## src/rtl/prog_loader.sv

```systemverilog
// Boot-time stream loader: parses {LEN, word pairs, CSUM} frames into
// instruction memory writes and sequences the core's reset around each image.
module prog_loader #(
  parameter int IW        = 9,
  parameter int AW        = 8,
  parameter int MAX_WORDS = 256
) (
  input  logic          clk,
  input  logic          reset,
  input  logic          in_valid,
  input  logic [7:0]    in_data,
  output logic          in_ready,
  output logic          im_we,
  output logic [AW-1:0] im_addr,
  output logic [IW-1:0] im_wdata,
  input  logic          core_done,
  output logic          core_reset,
  output logic          load_ok,
  output logic          load_err
);

  // state    | meaning
  // S_LEN_LO | waiting for length low byte
  // S_LEN_HI | waiting for length high byte, range check
  // S_LO     | waiting for low byte of a word
  // S_HI     | waiting for high byte of a word, issues the write
  // S_CSUM   | waiting for checksum byte
  // S_RUN    | image accepted, core released
  // S_HALT   | core done, held in reset, next frame may start
  // S_ERR    | bad frame, held until reset
  typedef enum logic [2:0] {
    S_LEN_LO, S_LEN_HI, S_LO, S_HI, S_CSUM, S_RUN, S_HALT, S_ERR
  } state_t;

  localparam logic [16:0] MAX_LEN = 17'(MAX_WORDS);

  state_t        state_q, state_d;
  logic [15:0]   len_q, len_d;
  logic [7:0]    lo_q, lo_d;
  logic [7:0]    csum_q, csum_d;
  logic [AW:0]   count_q, count_d;
  logic          in_ready_q, in_ready_d;
  logic          im_we_q, im_we_d;
  logic [AW-1:0] im_addr_q, im_addr_d;
  logic [IW-1:0] im_wdata_q, im_wdata_d;
  logic          core_reset_q, core_reset_d;
  logic          load_ok_q, load_ok_d;
  logic          load_err_q, load_err_d;

  logic          accept;
  logic [15:0]   len_full;
  logic          last_word;

  assign accept    = in_valid && in_ready_q;
  assign len_full  = {in_data, len_q[7:0]};
  assign last_word = (16'(count_q) == (len_q - 16'd1));

  always_comb begin
    state_d    = state_q;
    len_d      = len_q;
    lo_d       = lo_q;
    csum_d     = csum_q;
    count_d    = count_q;
    im_we_d    = 1'b0;
    im_addr_d  = im_addr_q;
    im_wdata_d = im_wdata_q;
    load_ok_d  = load_ok_q;

    case (state_q)
      S_LEN_LO: begin
        if (accept) begin
          len_d[7:0] = in_data;
          csum_d     = csum_q ^ in_data;
          state_d    = S_LEN_HI;
        end
      end
      S_LEN_HI: begin
        if (accept) begin
          len_d[15:8] = in_data;
          csum_d      = csum_q ^ in_data;
          count_d     = '0;
          if (len_full == 16'd0 || {1'b0, len_full} > MAX_LEN) begin
            state_d = S_ERR;
          end else begin
            state_d = S_LO;
          end
        end
      end
      S_LO: begin
        if (accept) begin
          lo_d    = in_data;
          csum_d  = csum_q ^ in_data;
          state_d = S_HI;
        end
      end
      S_HI: begin
        if (accept) begin
          csum_d = csum_q ^ in_data;
          if (in_data[7:1] != 7'd0) begin
            state_d = S_ERR;
          end else begin
            im_we_d    = 1'b1;
            im_addr_d  = count_q[AW-1:0];
            im_wdata_d = IW'({in_data[0], lo_q});
            count_d    = count_q + 1'b1;
            state_d    = last_word ? S_CSUM : S_LO;
          end
        end
      end
      S_CSUM: begin
        if (accept) begin
          if (in_data == csum_q) begin
            state_d   = S_RUN;
            load_ok_d = 1'b1;
          end else begin
            state_d = S_ERR;
          end
        end
      end
      S_RUN: begin
        if (core_done) state_d = S_HALT;
      end
      S_HALT: begin
        // The first byte of the next frame arrives here, so it seeds the checksum.
        if (accept) begin
          load_ok_d = 1'b0;
          csum_d    = in_data;
          len_d     = {8'h00, in_data};
          state_d   = S_LEN_HI;
        end
      end
      S_ERR: begin
        state_d = S_ERR;
      end
      default: begin
        state_d = S_ERR;
      end
    endcase

    in_ready_d   = (state_d != S_RUN) && (state_d != S_ERR);
    core_reset_d = (state_d != S_RUN);
    load_err_d   = load_err_q || (state_d == S_ERR);
  end

  always_ff @(posedge clk) begin
    if (reset) begin
      state_q      <= S_LEN_LO;
      len_q        <= '0;
      lo_q         <= '0;
      csum_q       <= '0;
      count_q      <= '0;
      in_ready_q   <= 1'b0;
      im_we_q      <= 1'b0;
      im_addr_q    <= '0;
      im_wdata_q   <= '0;
      core_reset_q <= 1'b1;
      load_ok_q    <= 1'b0;
      load_err_q   <= 1'b0;
    end else begin
      state_q      <= state_d;
      len_q        <= len_d;
      lo_q         <= lo_d;
      csum_q       <= csum_d;
      count_q      <= count_d;
      in_ready_q   <= in_ready_d;
      im_we_q      <= im_we_d;
      im_addr_q    <= im_addr_d;
      im_wdata_q   <= im_wdata_d;
      core_reset_q <= core_reset_d;
      load_ok_q    <= load_ok_d;
      load_err_q   <= load_err_d;
    end
  end

  assign in_ready   = in_ready_q;
  assign im_we      = im_we_q;
  assign im_addr    = im_addr_q;
  assign im_wdata   = im_wdata_q;
  assign core_reset = core_reset_q;
  assign load_ok    = load_ok_q;
  assign load_err   = load_err_q;

endmodule
```

## config.mk

```make
export PLATFORM = sky130hd
export DESIGN_NAME = prog_loader
export DESIGN_NICKNAME = d
export VERILOG_FILES = /design/src/rtl/prog_loader.sv
export SDC_FILE = /design/constraint.sdc
export NUM_CORES = 1
export LEC_CHECK = 0
export BUFFER_PORTS_ARGS = -buffer_cell sky130_fd_sc_hd__buf_2
export CORE_ASPECT_RATIO = 1.1
export CORE_MARGIN = 3
export CORE_UTILIZATION = 33
export CTS_CLUSTER_DIAMETER = 200
export DETAILED_ROUTE_END_ITERATION = 8
export SLEW_MARGIN = 20
export SYNTH_ARGS = -nofsm -noshare
export SYNTH_HDL_FRONTEND = slang
export SYNTH_SLANG_ARGS = --single-unit
```

## constraint.sdc

```tcl
create_clock -name clk -period 3.1 [get_ports clk]
set_clock_uncertainty 0.15 [all_clocks]
set_input_delay 0.155 -clock clk [delete_from_list [all_inputs] [get_ports clk]]
set_output_delay 0.155 -clock clk [all_outputs]
set_load 0.005 [all_outputs]
```

Word-level counts from Yosys, hierarchy flattened

Cells that the tools add are included.

Register bits: 66
Bits in latches: 0
Bits in writable memories: 0
Memory bits (read-only): 0
Bits of input ports: 12
Word-level logic and storage cells: 88
Memories: 0

Add/sub/neg operators: 2
Multiply operators: 0
Divide/modulo/power cells: 0
$lt $le $gt $ge: 1
Eq/ne operators: 20
Shift operators: 0
Multiplexer cells: 26
Bitwise operators: 4
Reduce and logical (&&, ||, !) cells: 22

Operator list:

| cell                    | number |
|---|---|
| $pmux W8 S2             | 3 |
| $mux W3                 | 9 |
| $mux W9                 | 3 |
| $pmux W3 S7             | 1 |
| $pmux W9 S2             | 1 |
| $eq A9 B16 Y1           | 1 |
| $gt A16 B9 Y1 const B   | 1 |
| $logic_not A16 Y1       | 1 |
| $mux W16                | 1 |
| $mux W8                 | 2 |
| $sub A16 B1 Y16 const B | 1 |
| $eq A3 B3 Y1 const B    | 5 |
| $ne A2 B2 Y1 const B    | 7 |
| $reduce_and A3 Y1       | 4 |
| $reduce_bool A2 Y1      | 5 |
| $add A9 B1 Y9 const B   | 1 |
| $eq A8 B8 Y1            | 1 |
| $reduce_and A4 Y1       | 2 |
| $xor A8 B8 Y8           | 1 |
| $reduce_bool A7 Y1      | 1 |
| $eq A3 B2 Y1 const B    | 2 |
| $ne A3 B3 Y1 const B    | 2 |
| $mux W1                 | 4 |
| $reduce_or A4 Y1        | 1 |
| 11 further kinds        | 15 |

Longest topological paths before layout

Gate-level depths: netlist of the first run.

Depth in word-level cells: 8
Mapped depth: 12
Depth with buffers taken out: 10

Least setup slack after synthesis of the first run

No wires, ideal clock.

Kind: flip-flop to flip-flop
From: reg len_q[0]
To: reg core_reset_q (netlist: core_reset)
Library setup time: 0.133 ns
Arrival time: 2.092 ns
Required time: 2.817 ns
Setup slack: 0.725 ns
Stages on the path, launching flop included: 13
Period minus slack after synthesis: 2.375 ns
Cell sequence: dfxtp_1 > clkbuf_1 > inv_1 > ha_1 > buf_2 > or2_2 > o21ai_0 > a22oi_1 > nor4_1 > and4b_2 > a31oi_4 > nor2_1 > o2111ai_1

Word-level cells in the longest chain between the ends: 7

RTL lines:

| element                  | RTL line | RTL |
|---|---|---|
| start: declaration       | 38       | `logic [15:0] len_q, len_d;` |
| start signal: assignment | 161      | `len_q <= len_d;` |
| $sub A16 B1 Y16          | 56       | `assign last_word = (16'(count_q) == (len_q - 16'd1));` |
| $eq A9 B16 Y1            | 56       |  |
| $mux W3                  | 106      | `state_d = last_word ? S_CSUM : S_LO;` |
| $mux W3                  | 99       | `if (in_data[7:1] != 7'd0) begin` |
| $mux W3                  | 97       | `if (accept) begin` |
| $pmux W3 S7 *            | 69       | `case (state_q)` |
| $ne A3 B3 Y1 *           | 141      | `core_reset_d = (state_d != S_RUN);` |
| end signal: assignment   | 169      | `core_reset_q <= core_reset_d;` |
| end: declaration         | 46       | `logic core_reset_q, core_reset_d;` |

Every way passes the cells marked *; elsewhere a longest branch is shown, timed or not.
A chain may end at the register's enable or synchronous reset.

Worst setup path in the final report of the first run

Same ends and word-level chain as after synthesis.

==> impl_summary.txt, run 1 <==
----------------------------------------------------
[Run status]
  Outcome ... finished, final reports clean

[Worst setup path]
  CP Buf/Inv Count ... 1
  Nature of the critical path endpoint ... flip-flop
  Kind of cell with the highest combined delay on the critical path ... simple AND/OR/NAND/NOR gates
  Highest fanout seen on the critical path ... 10
  Required time of the critical path ... 3.15 ns
  Type of the worst setup path ... flip-flop to flip-flop
  Cell Chain, Critical Path ... inv_1 -> ha_1 -> or2_2 -> o21ai_0 -> a22oi_1 -> nor4_1 -> and4b_2 -> a31oi_4 -> nor2_1 -> o2111ai_1
  Critical path data arrival time ... 2.63 ns
  Critical path's largest stage delay ... 0.46 ns
  Cell type of the slowest stage on the worst timing path ... dfxtp_1
  Setup crit start kind ... flip-flop

[Clocking]
  Buffers from clock root to sink, at most ... 2
  Post-CTS repair timing setup buffer count ... 0
  CTS tree ... done
  Clk Tree Root Cell ... clkbuf_8
  Count of H-tree levels built during CTS ... 3
  Number of buffers created by CTS ... 9
  Total of cells resized after clock tree synthesis ... 0
  Worst-Skew Late Latency ... 0.34 ns
  Clock net sink count ... 66
  Hold buffer count at cts ... 0
  Clock slew at the register clock pins of the worst setup and hold paths ... 0.08 ns

[Floorplan]
  Initial Utilization ... 34.9%
  Die outline area ... 10800 µm²
  Width of the die ... 99.6 µm
  Ports ... 34
  Core Rows ... 36
  Standard cell core area ... 9100 µm²
  Die Y ... 109 µm

[Logic synthesis]
  Library cell with the largest summed area after synthesis ... dfxtp_1
  Synth Area per Inst ... 8.32 µm²
  Synth Cell Area ... 3180 µm²
  Main area contributors after synthesis ... dfxtp_1 (42%), nand2_1 (7.4%), nor2_1 (6.7%)
  Unique cell type count in the Yosys netlist ... 47
  Register area share after synthesis ... 41.6%
  Syn nets ... 397
  Number of warnings issued by yosys ... 0
  Count of flip-flops with a built-in enable after synthesis ... 0
  Count of mapped cells out of synthesis ... 382
  Number of storage elements in the synthesis netlist ... 66
  Proportion of synthesized flip-flops having asynchronous set or reset ... 0%
  Yosys top cell area share ... 41.6%
  Dominant register cell in the synthesized netlist ... dfxtp_1

[Global routing]
  Total global-route track usage ... 15.2%
  First-pass GRT wire length ... 13.1 mm
  Pin count of the biggest net entering global routing ... 42
  Via count of the first global-routing pass ... 2635
  Sum of overflow across all layers after global routing ... 0
  Number of antenna violations at the first check in global routing ... 0

[Placement]
  Routability Congestion ... 0.899
  Post-placement cell count ... 512
  Number of buffers added on ports ... 33
  Final HPWL from detailed placement ... 5.46 mm
  Placed standard-cell area ... 3430 µm²

[Layout]
  Number of inserted filler cells in the final layout ... 954
  Post-route cell area ... 3630 µm²
  Number of nets in the final layout ... 424
  Non-filler cells, final ... 528
  Highest-count cells in the layout ignoring fill and taps ... dfxtp_1 (66), nand2_1 (63), nor2_1 (57), a21oi_1 (33), buf_2 (33)
  Fin util ... 39.9%
  Area overhead of the layout relative to synthesis ... 14.3%
  Ratio of cells with drive above 1 in the final layout ... 16.2%
  Antenna diode count ... 0
  Most common library cell in the layout ignoring fill and taps ... dfxtp_1

[Detailed routing]
  Antenna viol nets, final ... 0
  Via density ... 5.01
  Iteration-0 DRC count of the detailed router ... 107
  Via count ... 2646
  Total DRC errors in the routed layout ... 0
  Final routed wire length divided by cell count ... 14.5 µm
  Drt first pass iters ... 4
  Wirelength, routed ... 7.68 mm

[Power]
  VDD IR max ... 0.262 mV
  P per Cell Area ... 515 nW/µm²
  LEAKAGE ... 1.34 nW

[Timing]
  Clock period minus final worst setup slack ... 2.58 ns
  Setup tns final ... 0 ns
  F_max ... 0.387 GHz
  Max transition margin ... 41.2%
  Final hold violations ... 0
  Worst-margin pin slew ... 0.877 ns
  Count of final max-slew check failures ... 0
  Final setup violation count ... 0
  RSZ-0062 raised after global routing ... false
  Final Cycle Share ... 83.3%

[Run]
  Max capacitance violation total ... 0

[Worst hold path]
  Class of the tightest hold or removal check ... input port to flip-flop

----------------------------------------------------
## final timing paths
| path | slack (ns) | from | to | cells after the start |
|---|---|---|---|---|
| setup reg to reg | 0.52 | len_q[0] | core_reset | 10 |
| setup / recovery | 0.52 | len_q[0] | core_reset | 10 |
| hold reg to reg | 0.30 | im_addr[1] | im_addr[1] | 2 |
| hold / removal | 0.05 | in_data[7] | lo_q[7] | 3 |
## worst reg2reg max path, delay by kind of cell (launching register included)
kind / cells / cell delay, ns
flip-flops: 1 / 0.46
AO/OA/AOI/OAI: 4 / 0.41
adder cells (fa/ha/maj): 1 / 0.35
AND/OR/NAND/NOR: 4 / 0.97
buffers and inverters: 1 / 0.11
## cell usage after synthesis, types with 2 or more instances
library cell / n
a21oi_1: 33
a21oi_2: 2
a22oi_1: 11
a31oi_1: 4
and2_1: 2
and3_1: 2
buf_2: 4
clkbuf_1: 15
dfxtp_1: 66
ha_1: 3
inv_1: 7
mux2i_1: 16
nand2_1: 63
nand2b_1: 4
nand3_1: 4
nand4_1: 5
nor2_1: 57
nor2b_1: 5
nor3_1: 5
nor3_2: 3
nor4_1: 3
o2111ai_1: 2
o21ai_0: 6
or2_2: 2
or3_1: 3
or4_1: 3
xnor2_1: 23
xor2_1: 10
## cell type report
class / instances / area [µm²] / area share, %
clock buffers: 11 / 141 / 3.89
well taps: 114 / 143 / 3.93
repair buffers: 36 / 188 / 5.17
clock inverters: 5 / 61.3 / 1.69
inverters: 7 / 26.3 / 0.724
multi-input cells: 289 / 1750 / 48.2
flip-flops and latches: 66 / 1320 / 36.4
## report_power, final
part | leakage (nW) | internal (mW) | switching (mW)
Sequential | 0.534 | 0.866 | 0.0247
Combinational | 0.699 | 0.0936 | 0.133
Clock | 0.104 | 0.400 | 0.352
Total | 1.34 | 1.36 | 0.510
## kinds of logic after synthesis
| family | after synthesis | share of synthesized area (%) |
|---|---|---|
| buffers and inverters | 27 | 3.35 |
| multiplexers | 18 | 6.22 |
| AO/OA/AOI/OAI | 69 | 14.1 |
| AND/OR/NAND/NOR | 166 | 24.4 |
| XOR/XNOR | 33 | 9.09 |
| flip-flops | 66 | 41.6 |
| adder cells (fa/ha/maj) | 3 | 1.18 |
## per-stage QoR
stage          setup slack [ns]  power, mW  hold WS, ns
2_1_floorplan             0.725       1.08       0.0883
3_3_place_gp              0.697       1.13        0.293
3_5_place_dp              0.562       1.14        0.293
4_1_cts                   0.527       1.89       0.0302
5_1_grt                   0.283       1.96       0.0468
6_report                  0.518       1.87       0.0498
## per-layer routing
metal | GRT usage, % | up-vias | routed length (µm)
met2 | 25.4 | 62 | 3740
li1 | - | 1352 | -
met1 | 19.4 | 1220 | 3510
met3 | 3.26 | 12 | 309
met4 | 5.37 | 0 | 118
met5 | 0 | - | 0
## sequential cells by signal (all words and copies together) (netlist names)
register    cells
state_q         3
core_reset      1
lo_q            8
len_q          16
in_ready        1
csum_q          8
load_err        1
count_q         9
im_addr         8
im_wdata        9
im_we           1
load_ok         1
Note: power is estimated with default switching activity, not from simulation.
==> run 2: changes to the inputs <==
clock period = 2.27 ns   (was 3.1 ns; I/O delays follow)
==> impl_summary.txt, run 2 (synthesis results as in run 1) <==
----------------------------------------------------
[Placement]
  Routability Congestion ... 0.857 (-4.7%)
  Number of buffers added on ports ... 33 (unchanged)
  Placed standard-cell area ... 3600 µm² (+5.0%)
  Final HPWL from detailed placement ... 5.81 mm (+6.3%)
  Post-placement cell count ... 535 (+4.5%)

[Timing]
  Final hold violations ... 0 (unchanged)
  Max transition margin ... 63.9% (+23 points)
  RSZ-0062 raised after global routing ... true
  Final Cycle Share ... 95.9% (+13 points)
  Final setup violation count ... 0 (unchanged)
  Worst hold margin ... 0.0149 ns (-0.0349 ns)
  Count of final max-slew check failures ... 0 (unchanged)
  F_max ... 0.459 GHz (+19%)
  Clock period minus final worst setup slack ... 2.18 ns (-0.405 ns)
  Worst-margin pin slew ... 0.540 ns (-0.336 ns)

[Worst setup path]
  Nature of the critical path endpoint ... flip-flop
  Cell type of the slowest stage on the worst timing path ... or4_4
  Critical path data arrival time ... 2.24 ns (-0.39 ns)
  Worst flop-to-flop path endpoint ... core_reset
  Critical path's largest stage delay ... 0.53 ns (+0.07 ns)
  R2R setup slack ... 0.09 ns (-0.43 ns)
  Worst reg2reg startpoint ... len_q[0]
  CP Buf/Inv Count ... 1 (unchanged)
  Setup crit start kind ... flip-flop
  Type of the worst setup path ... flip-flop to flip-flop
  Required time of the critical path ... 2.33 ns (-0.82 ns)
  Number of cells on the worst reg-to-reg path ... 8 (-2)
  Highest fanout seen on the critical path ... 7 (-3)
  Cell Chain, Critical Path ... buf_4 -> or4_4 -> a22oi_2 -> a21oi_1 -> and4b_2 -> a31oi_1 -> o21bai_1 -> o2111ai_1
  Kind of cell with the highest combined delay on the critical path ... simple AND/OR/NAND/NOR gates

[Global routing]
  Total global-route track usage ... 15.2% (about the same)
  Met3 track utilization from global routing ... 3.45% (+0.19 points)
  GR Layer Usage met1 ... 19.2% (-0.20 points)
  Via count of the first global-routing pass ... 2620 (-0.57%)
  Pin count of the biggest net entering global routing ... 27 (-36%)
  First-pass GRT wire length ... 12.9 mm (-1.4%)
  Global routing usage on met2 ... 25.0% (-0.43 points)
  Grt peak-use layer ... met2
  Sum of overflow across all layers after global routing ... 0 (unchanged)
  Number of antenna violations at the first check in global routing ... 0 (unchanged)

[Clocking]
  Clk Tree Root Cell ... clkbuf_8
  Buffers from clock root to sink, at most ... 2 (unchanged)
  Clock slew at the register clock pins of the worst setup and hold paths ... 0.08 ns (about the same)
  Clock net sink count ... 66 (unchanged)
  CTS tree ... done
  Number of buffers created by CTS ... 9 (unchanged)
  Count of H-tree levels built during CTS ... 3 (unchanged)
  Worst-Skew Late Latency ... 0.34 ns (about the same)

[Layout]
  Fin util ... 42.9% (+3.0 points)
  Highest-count cells in the layout ignoring fill and taps ... dfxtp_1 (63), nand2_1 (62), nor2_1 (56), a21oi_1 (33), buf_2 (33)
  Most common library cell in the layout ignoring fill and taps ... dfxtp_1
  Ratio of cells with drive above 1 in the final layout ... 23.4% (+7.2 points)
  Largest register FFs ... 16 (unchanged)
  Non-filler cells, final ... 558 (+5.7%)
  Number of nets in the final layout ... 454 (+7.1%)
  Number of inserted filler cells in the final layout ... 937 (-1.8%)
  Area overhead of the layout relative to synthesis ... 23.0%
  Antenna diode count ... 0 (unchanged)
  Post-route cell area ... 3910 µm² (+7.6%)
  Largest reg by FF count ... len_q

[Detailed routing]
  Via density ... 4.99 (-0.48%)
  Drt first pass iters ... 4 (unchanged)
  Final routed wire length divided by cell count ... 14.2 µm (-2.7%)
  Via count ... 2783 (+5.2%)
  Iteration-0 DRC count of the detailed router ... 144 (+35%)
  Antenna viol nets, final ... 0 (unchanged)
  Wirelength, routed ... 7.90 mm (+2.9%)
  Total DRC errors in the routed layout ... 0 (unchanged)

[Floorplan]
  Initial Utilization ... 34.9% (unchanged)
  Core Rows ... 36 (unchanged)
  Width of the die ... 99.6 µm (unchanged)
  Die outline area ... 10800 µm² (unchanged)
  Die Y ... 109 µm (unchanged)
  Ports ... 34 (unchanged)
  Standard cell core area ... 9100 µm² (unchanged)

[Power]
  Net load switching power ... 0.693 mW (+36%)
  LEAKAGE ... 1.50 nW (+12%)
  Proportion of power drawn by combinational gates ... 14.5% (+2.4 points)
  Portion of total power attributed to the clock network ... 39.0% (-1.2 points)
  Proportion of total power due to net switching ... 26.7% (-0.57 points)
  Internal Pwr Total ... 1.90 mW (+40%)
  P per Cell Area ... 664 nW/µm² (+29%)
  Power Total ... 2.59 mW (+39%)
  Seq pwr share ... 46.5% (-1.1 points)
  VDD IR max ... 0.346 mV (+32%)

[Run status]
  Outcome ... finished, final reports clean

[Worst hold path]
  Class of the tightest hold or removal check ... input port to flip-flop
  Hold Path End ... lo_q[4]
  Hold Path Cell Cnt ... 3 (unchanged)
  Startpoint of the lowest-slack hold path ... in_data[4]

[Run]
  Max capacitance violation total ... 0 (unchanged)

----------------------------------------------------
==> run 2: worst max path at each step <==
stage               startpoint    endpoint  slack (ns)  cells past startpoint
finish                len_q[0]  core_reset        0.09                      8
floorplan             len_q[0]  core_reset        0.02                     12
CTS                   len_q[3]  state_q[2]       0.009                      9
detailed placement    len_q[3]  core_reset        0.03                      7
global placement      len_q[5]  core_reset        0.11                      7
global route          len_q[1]  core_reset       -0.01                     10
==> run 2: final cells by class <==
cell class	instances	area (µm²)	area share (%)
multi-input combinational	289	1780	45.7
sequential	66	1330	33.9
inverter	7	26.3	0.672
clock inverter	5	61.3	1.57
clock buffer	11	141	3.62
timing repair buffer	66	427	10.9
tap	114	143	3.65
==> run 2: worst reg2reg max path, cell delays in order, from the launching register on <==
cell and delay [ns]:
dfxtp_2 0.32, buf_4 0.15, or4_4 0.53, a22oi_2 0.14, a21oi_1 0.05, and4b_2 0.35
a31oi_1 0.10, o21bai_1 0.15, o2111ai_1 0.12
==> run 2: metal layers <==
metal | part of all wire, % | routed length (µm)
met1 | 47 | 3730
met2 | 47 | 3740
met3 | 3.9 | 309
met4 | 1.4 | 111
met5 | 0 | 0
==> run 2: through the flow <==
stage / worst slack (ns) / TNS, ns
finish: 0.0928 / 0
global route: -0.0130 / -0.0130
CTS: 0.00947 / 0
detailed placement: 0.0262 / 0
global placement: 0.111 / 0
floorplan: 0.0173 / 0
==> run 2: power by group through the flow <==
| stage | combinational, mW | clock (mW) | sequential (mW) |
|---|---|---|---|
| after CTS | 0.358 | 1.04 | 1.20 |
| after floorplan | 0.246 | 0 | 1.23 |
| after detailed placement | 0.350 | 0 | 1.23 |
| after global routing | 0.411 | 1.10 | 1.21 |
| final | 0.377 | 1.01 | 1.21 |
| after global placement | 0.343 | 0 | 1.23 |
==> run 2: repair_timing <==
action | 4_1_cts | 5_1_grt
endpoints found under the hold margin | 12 | 0
buffers inserted | 0 | 3
setup endpoints to repair | 0 | 8
hold buffers | 4 | 0
gates resized for setup | 0 | 16
==> run 3: changes to the inputs <==
--- a/config.mk
+++ b/config.mk
@@ -8,5 +8,5 @@
 export BUFFER_PORTS_ARGS = -buffer_cell sky130_fd_sc_hd__buf_2
 export CORE_ASPECT_RATIO = 1.1
-export CORE_MARGIN = 3
+export CORE_MARGIN = 2
 export CORE_UTILIZATION = 33
 export CTS_CLUSTER_DIAMETER = 200
==> constraint.sdc (replaced) <==
create_clock -name clk -period 2.27 [get_ports clk]
set_clock_uncertainty 0.15 [all_clocks]
set_input_delay 0.3405 -clock clk [delete_from_list [all_inputs] [get_ports clk]]
set_output_delay 0.3405 -clock clk [all_outputs]
set_load 0.005 [all_outputs]
==> impl_summary.txt, run 3 (synthesis results as in run 1) <==
----------------------------------------------------
[Worst setup path]
  Kind of cell with the highest combined delay on the critical path ... simple AND/OR/NAND/NOR gates
  Cell Chain, Critical Path ... buf_6 -> or4_4 -> a22oi_2 -> a21oi_1 -> and4b_2 -> a31oi_1 -> o21bai_1 -> o2111ai_2
  Highest fanout seen on the critical path ... 7 (unchanged)
  Nature of the critical path endpoint ... flip-flop
  Setup crit start kind ... flip-flop
  CP Buf/Inv Count ... 1 (unchanged)
  Critical path data arrival time ... 2.28 ns (+0.04 ns)
  Critical path's largest stage delay ... 0.52 ns (about the same)
  Required time of the critical path ... 2.34 ns (about the same)
  Type of the worst setup path ... flip-flop to flip-flop
  Cell type of the slowest stage on the worst timing path ... or4_4

[Timing]
  Final setup violation count ... 0 (unchanged)
  Final Cycle Share ... 97.2% (+1.3 points)
  F_max ... 0.453 GHz (-1.3%)
  Final critical-path setup slack ... 0.0641 ns (-0.0287 ns)
  Max transition margin ... 60.2% (-3.7 points)
  Clock period minus final worst setup slack ... 2.21 ns (+0.0287 ns)
  Count of final max-slew check failures ... 0 (unchanged)
  RSZ-0062 raised after global routing ... true
  Worst-margin pin slew ... 0.597 ns (+0.0565 ns)
  Final hold violations ... 0 (unchanged)

[Floorplan]
  Initial Utilization ... 34.0% (-0.94 points)
  Ports ... 34 (unchanged)
  Die Y ... 107 µm (-1.8%)
  Die outline area ... 10400 µm² (-3.8%)
  Core Rows ... 37 (+2.8%)
  Standard cell core area ... 9350 µm² (+2.8%)
  Width of the die ... 97.6 µm (-2.0%)

[Clocking]
  Clk Tree Root Cell ... clkbuf_8
  Clock net sink count ... 66 (unchanged)
  Number of buffers created by CTS ... 9 (unchanged)
  Count of H-tree levels built during CTS ... 3 (unchanged)
  Worst-Skew Late Latency ... 0.35 ns (about the same)
  Clock slew at the register clock pins of the worst setup and hold paths ... 0.08 ns (about the same)
  Buffers from clock root to sink, at most ... 2 (unchanged)
  CTS tree ... done

[Layout]
  Antenna diode count ... 0 (unchanged)
  Most common library cell in the layout ignoring fill and taps ... nand2_1
  Area overhead of the layout relative to synthesis ... 23.1%
  Fin util ... 41.9% (-1.1 points)
  Largest reg by FF count ... len_q
  Largest register FFs ... 16 (unchanged)
  Number of nets in the final layout ... 450 (-0.88%)
  Highest-count cells in the layout ignoring fill and taps ... nand2_1 (62), dfxtp_1 (61), nor2_1 (54), a21oi_1 (33), buf_2 (33)
  Ratio of cells with drive above 1 in the final layout ... 25.0% (+1.6 points)

[Power]
  Proportion of power drawn by combinational gates ... 14.0% (-0.5 points)
  Portion of total power attributed to the clock network ... 40.8% (+1.8 points)
  Proportion of total power due to net switching ... 26.3% (-0.44 points)
  Seq pwr share ... 45.2% (-1.3 points)
  Internal Pwr Total ... 1.97 mW (+3.7%)
  Net load switching power ... 0.703 mW (+1.4%)
  VDD IR max ... 0.484 mV (+40%)
  P per Cell Area ... 683 nW/µm² (+2.9%)
  LEAKAGE ... 1.48 nW (-0.74%)

[Detailed routing]
  Wirelength, routed ... 8.08 mm (+2.4%)
  Iteration-0 DRC count of the detailed router ... 196 (+36%)
  Final routed wire length divided by cell count ... 14.5 µm (+2.6%)
  Total DRC errors in the routed layout ... 0 (unchanged)
  Antenna viol nets, final ... 0 (unchanged)
  Via density ... 4.99 (+0.14%)
  Via count ... 2782 (-0.036%)
  Drt first pass iters ... 5 (+1)

[Global routing]
  Via count of the first global-routing pass ... 2609 (-0.42%)
  Number of antenna violations at the first check in global routing ... 0 (unchanged)
  Total global-route track usage ... 15.8% (+0.64 points)
  First-pass GRT wire length ... 13.0 mm (+1.1%)
  Pin count of the biggest net entering global routing ... 24 (-11%)
  Sum of overflow across all layers after global routing ... 0 (unchanged)

[Placement]
  Setup WS pre-CTS ... 0.0523 ns (+0.0261 ns)
  Final HPWL from detailed placement ... 5.86 mm (+0.92%)
  Routability Congestion ... 0.897 (+4.6%)
  Number of buffers added on ports ... 33 (unchanged)

[Worst hold path]
  Class of the tightest hold or removal check ... input port to flip-flop

[Run]
  Max capacitance violation total ... 0 (unchanged)

[Run status]
  Outcome ... finished, final reports clean

----------------------------------------------------
[run 3: path summary, 6_finish.rpt]
kind	slack (ns)	startpoint	to	depth (start not counted)
worst min-delay path	0.24	in_data[5]	lo_q[5]	3
worst max register to register	0.06	len_q[0]	core_reset	8
worst max-delay path	0.06	len_q[0]	core_reset	8
worst min register to register	0.30	lo_q[0]	im_wdata[0]	2
[run 3: metal layers]
| metal | vias to the layer above | global-route usage, % | share of wire (%) |
|---|---|---|---|
| li1 | 1413 | - | - |
| met1 | 1311 | 19.3 | 44 |
| met2 | 47 | 27.8 | 50 |
| met3 | 11 | 3.26 | 4.0 |
| met4 | 0 | 5.46 | 1.5 |
| met5 | - | 0 | 0 |
[run 3: layout make-up]
| class | instances | area [µm²] |
|---|---|---|
| tap | 117 | 146 |
| clock buffer | 10 | 128 |
| inverter | 7 | 26.3 |
| fill | 933 | 5440 |
| timing repair buffer | 62 | 394 |
| sequential | 66 | 1330 |
| multi-input combinational | 289 | 1800 |
| clock inverter | 6 | 88.8 |
[run 3: per-stage QoR]
step	hold WS, ns	cells	area [µm²]	TNS, ns	total power [mW]
CTS	0.222	555	3830	0	2.68
global placement	0.292	539	3610	0	1.57
finish	0.242	557	3910	0	2.67
detailed placement	0.297	539	3610	0	1.58
global route	0.254	557	3910	-0.0273	2.78
floorplan	0.274	382	3190	0	1.47
[run 3: repair_timing]
item,in CTS,in global routing
buffers inserted,0,2
gates resized for setup,0,24
hold buffers,0,0
endpoints found under the setup margin,0,12
[run 3: tightest hold or removal path, stage by stage]
cell     delay [ns]
buf_2          0.20
mux2i_1        0.10
nor2_1         0.07
[run 3: power by group through the flow]
stage | Clock [mW] | Combinational [mW] | Sequential [mW]
floorplan | 0 | 0.246 | 1.23
global placement | 0 | 0.339 | 1.23
detailed placement | 0 | 0.343 | 1.23
CTS | 1.12 | 0.347 | 1.21
global route | 1.16 | 0.406 | 1.21
finish | 1.09 | 0.373 | 1.21
